File: src/rtl/mac_feeder_if.sv
// mac_feeder_if: operand stream in, MAC operand/result bus, result stream out.
// master = producer/MAC/consumer side, slave = mac_feeder.
interface mac_feeder_if #(
  parameter int DW = 32
);
  logic          start;
  logic [DW-1:0] bias;
  logic          inValid;
  logic          inReady;
  logic [DW-1:0] inData;
  logic [DW-1:0] inWeight;
  logic [DW-1:0] macData;
  logic [DW-1:0] macWeight;
  logic [DW-1:0] macSum;
  logic [DW-1:0] macResult;
  logic          outValid;
  logic [DW-1:0] outResult;
  logic          outReady;
  logic          busy;

  modport master (
    output start,
    output bias,
    output inValid,
    output inData,
    output inWeight,
    output macResult,
    output outReady,
    input  inReady,
    input  macData,
    input  macWeight,
    input  macSum,
    input  outValid,
    input  outResult,
    input  busy
  );

  modport slave (
    input  start,
    input  bias,
    input  inValid,
    input  inData,
    input  inWeight,
    input  macResult,
    input  outReady,
    output inReady,
    output macData,
    output macWeight,
    output macSum,
    output outValid,
    output outResult,
    output busy
  );
endinterface

File: src/rtl/mac_feeder.sv
// mac_feeder: sequences KERNEL_SIZE data/weight pairs through an external
// MAC, feeding the running sum back; ports: clk, multAddRst, bus (slave).
module mac_feeder #(
  parameter int DATA_WIDTH  = 32,
  parameter int KERNEL_SIZE = 9,
  parameter int MAC_LATENCY = 4
) (
  input  logic        clk,
  input  logic        multAddRst,
  mac_feeder_if.slave bus
);

  localparam int CW = $clog2(KERNEL_SIZE) + 1;
  localparam logic [CW-1:0] LAST = CW'(KERNEL_SIZE - 1);
  localparam logic [CW-1:0] ONE  = CW'(1);
  localparam logic [3:0]    WLAT = 4'(MAC_LATENCY - 1);

  typedef logic [DATA_WIDTH-1:0] word_t;

  typedef enum logic [1:0] {
    IDLE,
    LOAD,
    WAIT,
    DONE
  } state_t;

  state_t        state_q, state_d;
  word_t         acc_q, acc_d;
  word_t         dat_q, dat_d;
  word_t         wgt_q, wgt_d;
  word_t         sum_q, sum_d;
  word_t         res_q, res_d;
  logic [CW-1:0] elem_q, elem_d;
  logic [3:0]    wait_q, wait_d;
  logic          vld_q, vld_d;

  always_ff @(posedge clk or posedge multAddRst) begin
    if (multAddRst) begin
      state_q <= IDLE;
      acc_q   <= '0;
      dat_q   <= '0;
      wgt_q   <= '0;
      sum_q   <= '0;
      res_q   <= '0;
      elem_q  <= '0;
      wait_q  <= '0;
      vld_q   <= 1'b0;
    end else begin
      state_q <= state_d;
      acc_q   <= acc_d;
      dat_q   <= dat_d;
      wgt_q   <= wgt_d;
      sum_q   <= sum_d;
      res_q   <= res_d;
      elem_q  <= elem_d;
      wait_q  <= wait_d;
      vld_q   <= vld_d;
    end
  end

  always_comb begin
    state_d = state_q;
    acc_d   = acc_q;
    dat_d   = dat_q;
    wgt_d   = wgt_q;
    sum_d   = sum_q;
    res_d   = res_q;
    elem_d  = elem_q;
    wait_d  = wait_q;
    vld_d   = vld_q;
    unique case (state_q)
      IDLE: begin
        if (bus.start) begin
          acc_d   = bus.bias;
          elem_d  = '0;
          state_d = LOAD;
        end
      end
      LOAD: begin
        // inReady is 1 for the whole state
        if (bus.inValid) begin
          dat_d   = bus.inData;
          wgt_d   = bus.inWeight;
          sum_d   = acc_q;
          wait_d  = WLAT;
          state_d = WAIT;
        end
      end
      WAIT: begin
        if (wait_q == 4'd0) begin
          // MAC output is valid on this edge
          acc_d = bus.macResult;
          if (elem_q == LAST) begin
            res_d   = bus.macResult;
            vld_d   = 1'b1;
            state_d = DONE;
          end else begin
            elem_d  = elem_q + ONE;
            state_d = LOAD;
          end
        end else begin
          wait_d = wait_q - 4'd1;
        end
      end
      DONE: begin
        if (bus.outReady) begin
          vld_d   = 1'b0;
          state_d = IDLE;
        end
      end
      default: state_d = IDLE;
    endcase
  end

  assign bus.inReady   = (state_q == LOAD);
  assign bus.busy      = (state_q != IDLE);
  assign bus.macData   = dat_q;
  assign bus.macWeight = wgt_q;
  assign bus.macSum    = sum_q;
  assign bus.outValid  = vld_q;
  assign bus.outResult = res_q;

endmodule

File: src/flat_wrapper.sv
// flat-port wrapper written by rule: the top's interface ports become plain ports
module mac_feeder_flat 
#(
  parameter int DATA_WIDTH  = 32,
  parameter int KERNEL_SIZE = 9,
  parameter int MAC_LATENCY = 4
)
  (clk, multAddRst, bus_start, bus_bias, bus_inValid, bus_inData, bus_inWeight, bus_macResult, bus_outReady, bus_inReady, bus_macData, bus_macWeight, bus_macSum, bus_outValid, bus_outResult, bus_busy);
  mac_feeder_if #(.DW((32))) bus_i ();
  input  logic clk;
  input  logic multAddRst;
  input wire logic [$bits(bus_i.start)-1:0] bus_start;
  input wire logic [$bits(bus_i.bias)-1:0] bus_bias;
  input wire logic [$bits(bus_i.inValid)-1:0] bus_inValid;
  input wire logic [$bits(bus_i.inData)-1:0] bus_inData;
  input wire logic [$bits(bus_i.inWeight)-1:0] bus_inWeight;
  input wire logic [$bits(bus_i.macResult)-1:0] bus_macResult;
  input wire logic [$bits(bus_i.outReady)-1:0] bus_outReady;
  output wire logic [$bits(bus_i.inReady)-1:0] bus_inReady;
  output wire logic [$bits(bus_i.macData)-1:0] bus_macData;
  output wire logic [$bits(bus_i.macWeight)-1:0] bus_macWeight;
  output wire logic [$bits(bus_i.macSum)-1:0] bus_macSum;
  output wire logic [$bits(bus_i.outValid)-1:0] bus_outValid;
  output wire logic [$bits(bus_i.outResult)-1:0] bus_outResult;
  output wire logic [$bits(bus_i.busy)-1:0] bus_busy;
  assign bus_i.start = bus_start;
  assign bus_i.bias = bus_bias;
  assign bus_i.inValid = bus_inValid;
  assign bus_i.inData = bus_inData;
  assign bus_i.inWeight = bus_inWeight;
  assign bus_i.macResult = bus_macResult;
  assign bus_i.outReady = bus_outReady;
  assign bus_inReady = bus_i.inReady;
  assign bus_macData = bus_i.macData;
  assign bus_macWeight = bus_i.macWeight;
  assign bus_macSum = bus_i.macSum;
  assign bus_outValid = bus_i.outValid;
  assign bus_outResult = bus_i.outResult;
  assign bus_busy = bus_i.busy;
  mac_feeder #(.DATA_WIDTH(DATA_WIDTH), .KERNEL_SIZE(KERNEL_SIZE), .MAC_LATENCY(MAC_LATENCY)) u_core (.clk(clk), .multAddRst(multAddRst), .bus(bus_i));
endmodule
File: config.mk
export PLATFORM = sky130hd
export DESIGN_NAME = mac_feeder_flat
export DESIGN_NICKNAME = d
export VERILOG_FILES = /design/src/rtl/mac_feeder_if.sv /design/src/rtl/mac_feeder.sv /design/src/flat_wrapper.sv
export SDC_FILE = /design/constraint.sdc
export NUM_CORES = 1
export LEC_CHECK = 0
export CAP_MARGIN = 0
export CORE_AREA = 2 2 171 173
export CTS_CLUSTER_DIAMETER = 150
export DETAILED_ROUTE_END_ITERATION = 6
export DIE_AREA = 0 0 173 175
export PLACE_DENSITY = 0.49
export SLEW_MARGIN = 10
export SYNTH_ARGS = -nofsm -noshare
export SYNTH_HDL_FRONTEND = slang
export SYNTH_SLANG_ARGS = --single-unit
File: constraint.sdc
create_clock -name clk -period 6 [get_ports clk]
set_clock_uncertainty 0.2 [all_clocks]
set_input_delay 0.6 -clock clk [delete_from_list [all_inputs] [get_ports clk]]
set_output_delay 0.6 -clock clk [all_outputs]
set_load 0.005 [all_outputs]
=== Word-level counts from Yosys, hierarchy flattened ===
Index checks and enable logic that the tools add are counted.

* Bits in writable memories: 0
* Bits in latches: 0
* Register bits after elaboration: 172
* Output and inout port bits: 131
* Bits in read-only memories: 0
* Bits of input ports: 133
* Memories kept: 0

* Reductions and logical operators: 13
* Muxes and demuxes: 20
* Equality and inequality tests: 11
* Bitwise logic cells: 0
* Multiply operators: 0
* Shifts and indexed selects: 0
* $lt $le $gt $ge: 0
* Add/sub/neg operators: 2
* Div/mod/pow operators: 0

{| class="wikitable"
|+ Operators by type and width
! kind !! count
|-
| $mux 32 || 2
|-
| $pmux 32 s2 || 1
|-
| $mux 5 || 3
|-
| $reduce_and 4->1 || 3
|-
| $mux 2 || 5
|-
| $ne 2x2->1 const B || 5
|-
| $pmux 5 s2 || 1
|-
| $reduce_and 3->1 || 3
|-
| $mux 4 || 2
|-
| $pmux 2 s4 || 1
|-
| $pmux 4 s2 || 1
|-
| $reduce_bool 2->1 || 4
|-
| $add 5x1->5 const B || 1
|-
| $eq 5x4->1 const B || 1
|-
| $eq 2x2->1 const B || 2
|-
| $logic_not 4->1 || 1
|-
| $ne 2x1->1 const B || 2
|-
| $sub 4x1->4 const B || 1
|-
| $mux 1 || 3
|-
| $eq 2x1->1 const B || 1
|-
| $logic_not 2->1 || 1
|-
| $pmux 1 s2 || 1
|-
| $reduce_and 2->1 || 1
|}

=== Longest topological paths before layout ===
* Word-level depth: 4
* Depth in mapped cells: 8
* Gate-level depth less buffers: 6

=== Least setup slack after synthesis ===
No wires, ideal clock.

* Kind: register to register
* From: register u_core.state_q[0]
* To: register u_core.res_q[10] (netlist: u_core.bus.outResult[10])
* Arrival time: 1908 ps
* Required time: 5675 ps
* Cell stages (with the launch flop): 8
* Path slack: 3767 ps
* Library setup time: 125 ps
* Path buffers: 3
* Path through: dfrtp_1 buf_6 nand2b_4 buf_6 or4_4 nor2_8 buf_12 mux2_4

* Word-level cells in the longest chain between the ends: 2

{| class="wikitable"
|+ RTL lines
! item !! line !! text
|-
| start: declaration || mac_feeder.sv:27 || <nowiki>state_t state_q, state_d;</nowiki>
|-
| start signal: assignment || mac_feeder.sv:49 || <nowiki>state_q <= state_d;</nowiki>
|-
| $eq 2x2->1 || mac_feeder.sv:71 || <nowiki>unique case (state_q)</nowiki>
|-
| $reduce_and 3->1 (no source line) || - ||
|-
| end signal: assignment || mac_feeder.sv:54 || <nowiki>res_q <= res_d;</nowiki>
|-
| end: declaration || mac_feeder.sv:32 || <nowiki>word_t res_q, res_d;</nowiki>
|}

Every way passes these cells.
A chain may end at the register's enable or synchronous reset.

=== Final worst setup path ===
* From: register u_core.state_q[1]
* To: register u_core.res_q[30] (netlist: u_core.bus.outResult[30])

Same word-level chain as after synthesis.

==> flow_metrics.env <==
export IMPL_vias=5699
export IMPL_drc=0
export IMPL_drv_slew=0
export IMPL_place_inst=1331
export IMPL_synth_area_per_cell_um2=9.768
export IMPL_p_sw_uw=1618
export IMPL_hold_viol=0
export IMPL_synth_ff_type="dfrtp_1"
export IMPL_rsz0062_at_grt="false"
export IMPL_dp_hpwl_um=13590
export IMPL_sequentialPowerShare=0.394
export IMPL_ys_seq_area_frac=0.6111
export IMPL_yosysWarnings=0
export IMPL_max_cap_viol_count=0
export IMPL_tightest_slew_ns=0.9942
export IMPL_cts_tree="yes"
export IMPL_grt_pass1_vias=5732
export IMPL_diodes=0
export IMPL_status="finished clean"
export IMPL_holdPathStages=2
export IMPL_finalNonFillerCells=1363
export IMPL_cp_max_fo=37
export IMPL_crit_arrival_ns=3.12
export IMPL_clk_root_buffer_cell="clkbuf_16"
export IMPL_netlist_area_mm2=0.007043
export IMPL_yosys_top_cells_area="dfrtp_1 (61%), nand2_1 (19%), mux2_4 (6.2%)"
export IMPL_globalplace_congestion=0.7636
export IMPL_setup_viol_count_final=0
export IMPL_die_h_um=175
export IMPL_wl_per_cell_um=15.26
export IMPL_leakage_uw=0.004926
export IMPL_async_reset_ff_frac=1.000
export IMPL_syn_inst=721
export IMPL_crit_type="register to register"
export IMPL_power_density_mw_per_mm2=468.9
export IMPL_dieArea_mm2=0.03028
export IMPL_drive_gt1_frac=0.07967
export IMPL_max_freq_mhz=332.7
export IMPL_cts_buffer_depth=2
export IMPL_timing_setup_tns_ns=0
export IMPL_dp_slack_ns=2.925
export IMPL_synth_edff_count=0
export IMPL_dr_first_iter_drc_count=295
export IMPL_grt_util_all_layers=0.1391
export IMPL_clkPwrFrac=0.229
export IMPL_combPwrFrac=0.377
export IMPL_internal_power_uw=3352
export IMPL_firstDrtPassIters=4
export IMPL_fp_dieW_um=173
export IMPL_synth_cell_types=34
export IMPL_h_tree_depth=4
export IMPL_viasPerCell=4.181
export IMPL_nNetsFinal=1103
export IMPL_cts_resized=0
export IMPL_min_path_type="register to register"
export IMPL_yosysTopAreaCellShare=0.6111
export IMPL_clk_pin_slew_ns=0.07
export IMPL_irDropWorstVdd_v=0.0001723
export IMPL_antenna_found_initial=0
export IMPL_endpoint_kind="register"
export IMPL_p_sw_frac=0.3256
export IMPL_synth_fp_nets=858
export IMPL_wirelength_um=20800
export IMPL_fin_crit_ns=3.006
export IMPL_rows=62
export IMPL_fin_ws_ns=2.994
export IMPL_insertion_delay_ns=0.43
export IMPL_portBuffers=263
export IMPL_fin_crit_sh=0.5009
export IMPL_yosysTopAreaCell="dfrtp_1"
export IMPL_ys_ff_latch=172
export IMPL_cp_start_kind="register"
export IMPL_cts_sinks=172
export IMPL_r2r_cells=4
export IMPL_hold_buffers=0
export IMPL_grt_ovfl_total=0
export IMPL_grt_pass1_wl_um=33200
export IMPL_cts_made_buffers=17
export IMPL_ant_nets=0
export IMPL_grt_max_degree=100
export IMPL_start_util=0.2481
export IMPL_cp_data_required_time_ns=6.12
export IMPL_postCtsSetupRepairBufs=0
export IMPL_slew_headroom=0.3358
export IMPL_area_delta_synth_final_pct=50.49
export IMPL_core_area_mm2=0.02839
export IMPL_io_pins=264
## cells in the final DEF, fill, tap and decap left out, types with 2 or more instances in the layout
| cell | netlist | routed |
|---|---|---|
| dfrtp_1 | 172 | 172 |
| nor2_1 | 36 | 36 |
| buf_4 | 0 | 3 |
| clkinvlp_4 | 0 | 2 |
| clkdlybuf4s50_1 | 0 | 263 |
| o21ai_0 | 5 | 5 |
| inv_6 | 0 | 4 |
| mux2i_1 | 4 | 4 |
| inv_8 | 0 | 2 |
| nand3_1 | 6 | 6 |
| clkinv_2 | 0 | 2 |
| a31oi_1 | 33 | 33 |
| mux2_2 | 4 | 4 |
| ha_1 | 4 | 4 |
| bufinv_16 | 0 | 2 |
| nand2_1 | 357 | 356 |
| nor3_1 | 3 | 3 |
| inv_1 | 6 | 5 |
| clkbuf_16 | 0 | 17 |
| and2_1 | 3 | 2 |
| clkinv_4 | 0 | 3 |
| mux2_4 | 29 | 29 |
## flip-flops by register name (all words and copies together) (netlist names)
name                  cells
u_core.acc_q             32
u_core.bus.macData       32
u_core.bus.macSum        32
u_core.bus.macWeight     32
u_core.bus.outResult     32
u_core.bus.outValid       1
u_core.elem_q             5
u_core.state_q            2
u_core.wait_q             4
## stage by stage
stage	cell area [um2]	utilization	hold WS [ns]	total power [uW]
CTS	10600	0.3733	0.2651	5072
global route	10600	0.3733	0.2895	5353
detailed placement	10010	0.3525	0.2506	3891
floorplan	7043	-	0.2394	2794
global placement	10010	0.3525	0.2484	3870
finish	10600	0.3733	0.2569	4970
## worst max-delay path, stage by stage (launching register included)
cell,delay [ns]
dfrtp_1,0.58
nand2b_4,0.36
or4_4,0.65
nor2_8,0.66
mux2_2,0.41
## cells in the mapped netlist (2+ instances only)
cell type	instances
buf_6	2
nor2_1	36
a21oi_1	2
mux2i_1	4
clkbuf_1	28
nand2_1	357
inv_1	6
buf_12	3
buf_1	4
dfrtp_1	172
mux2_4	29
nor2b_1	2
mux2_2	4
buf_2	4
nand3_1	6
ha_1	4
and2_1	3
a31oi_1	33
nor3_1	3
o21ai_0	5
## per-layer routing
layer	share of wire	global-route usage
met2	0.45	0.2133
met5	0	0
met4	0.011	0.03708
met1	0.47	0.1871
met3	0.070	0.04809
## power by group through the flow
stage / clock, uW / combinational [uW] / sequential, uW
after floorplan: 0 / 833 / 1960
after global placement: 0 / 1900 / 1970
after detailed placement: 0 / 1910 / 1980
after CTS: 1190 / 1920 / 1960
after global routing: 1230 / 2090 / 2030
final: 1140 / 1870 / 1960
## logic make-up after synthesis
| logic type | Yosys count | synth area share |
|---|---|---|
| buffers and inverters | 47 | 0.03482 |
| AOI/OAI and AO/OA | 43 | 0.03784 |
| adders and majority gates | 4 | 0.007106 |
| muxes | 37 | 0.07390 |
| xor gates and xnor gates | 1 | 0.001244 |
| DFF | 172 | 0.6111 |
| and+or+nand+nor | 417 | 0.2340 |
## cell type report
class | count | area [um2]
clock buffer | 18 | 429.2
tap | 384 | 480.5
multi-input combinational | 502 | 2522
clock inverter | 14 | 160.2
inverter | 6 | 27.53
fill | 2906 | 17790
sequential | 172 | 4304
timing repair buffer | 267 | 2675
## path summary, 6_finish.rpt
check	startpoint	endpoint	slack [ns]
max	u_core.state_q[1]	u_core.bus.outResult[30]	2.99
min reg2reg	u_core.acc_q[27]	u_core.bus.macSum[27]	0.26
min in group asynchronous	multAddRst	u_core.bus.macData[22]	0.44
min	u_core.acc_q[27]	u_core.bus.macSum[27]	0.26
max reg2reg	u_core.state_q[1]	u_core.bus.outResult[30]	2.99
max in group asynchronous	multAddRst	u_core.bus.macSum[29]	4.15
(Power assumes the default switching activity.)
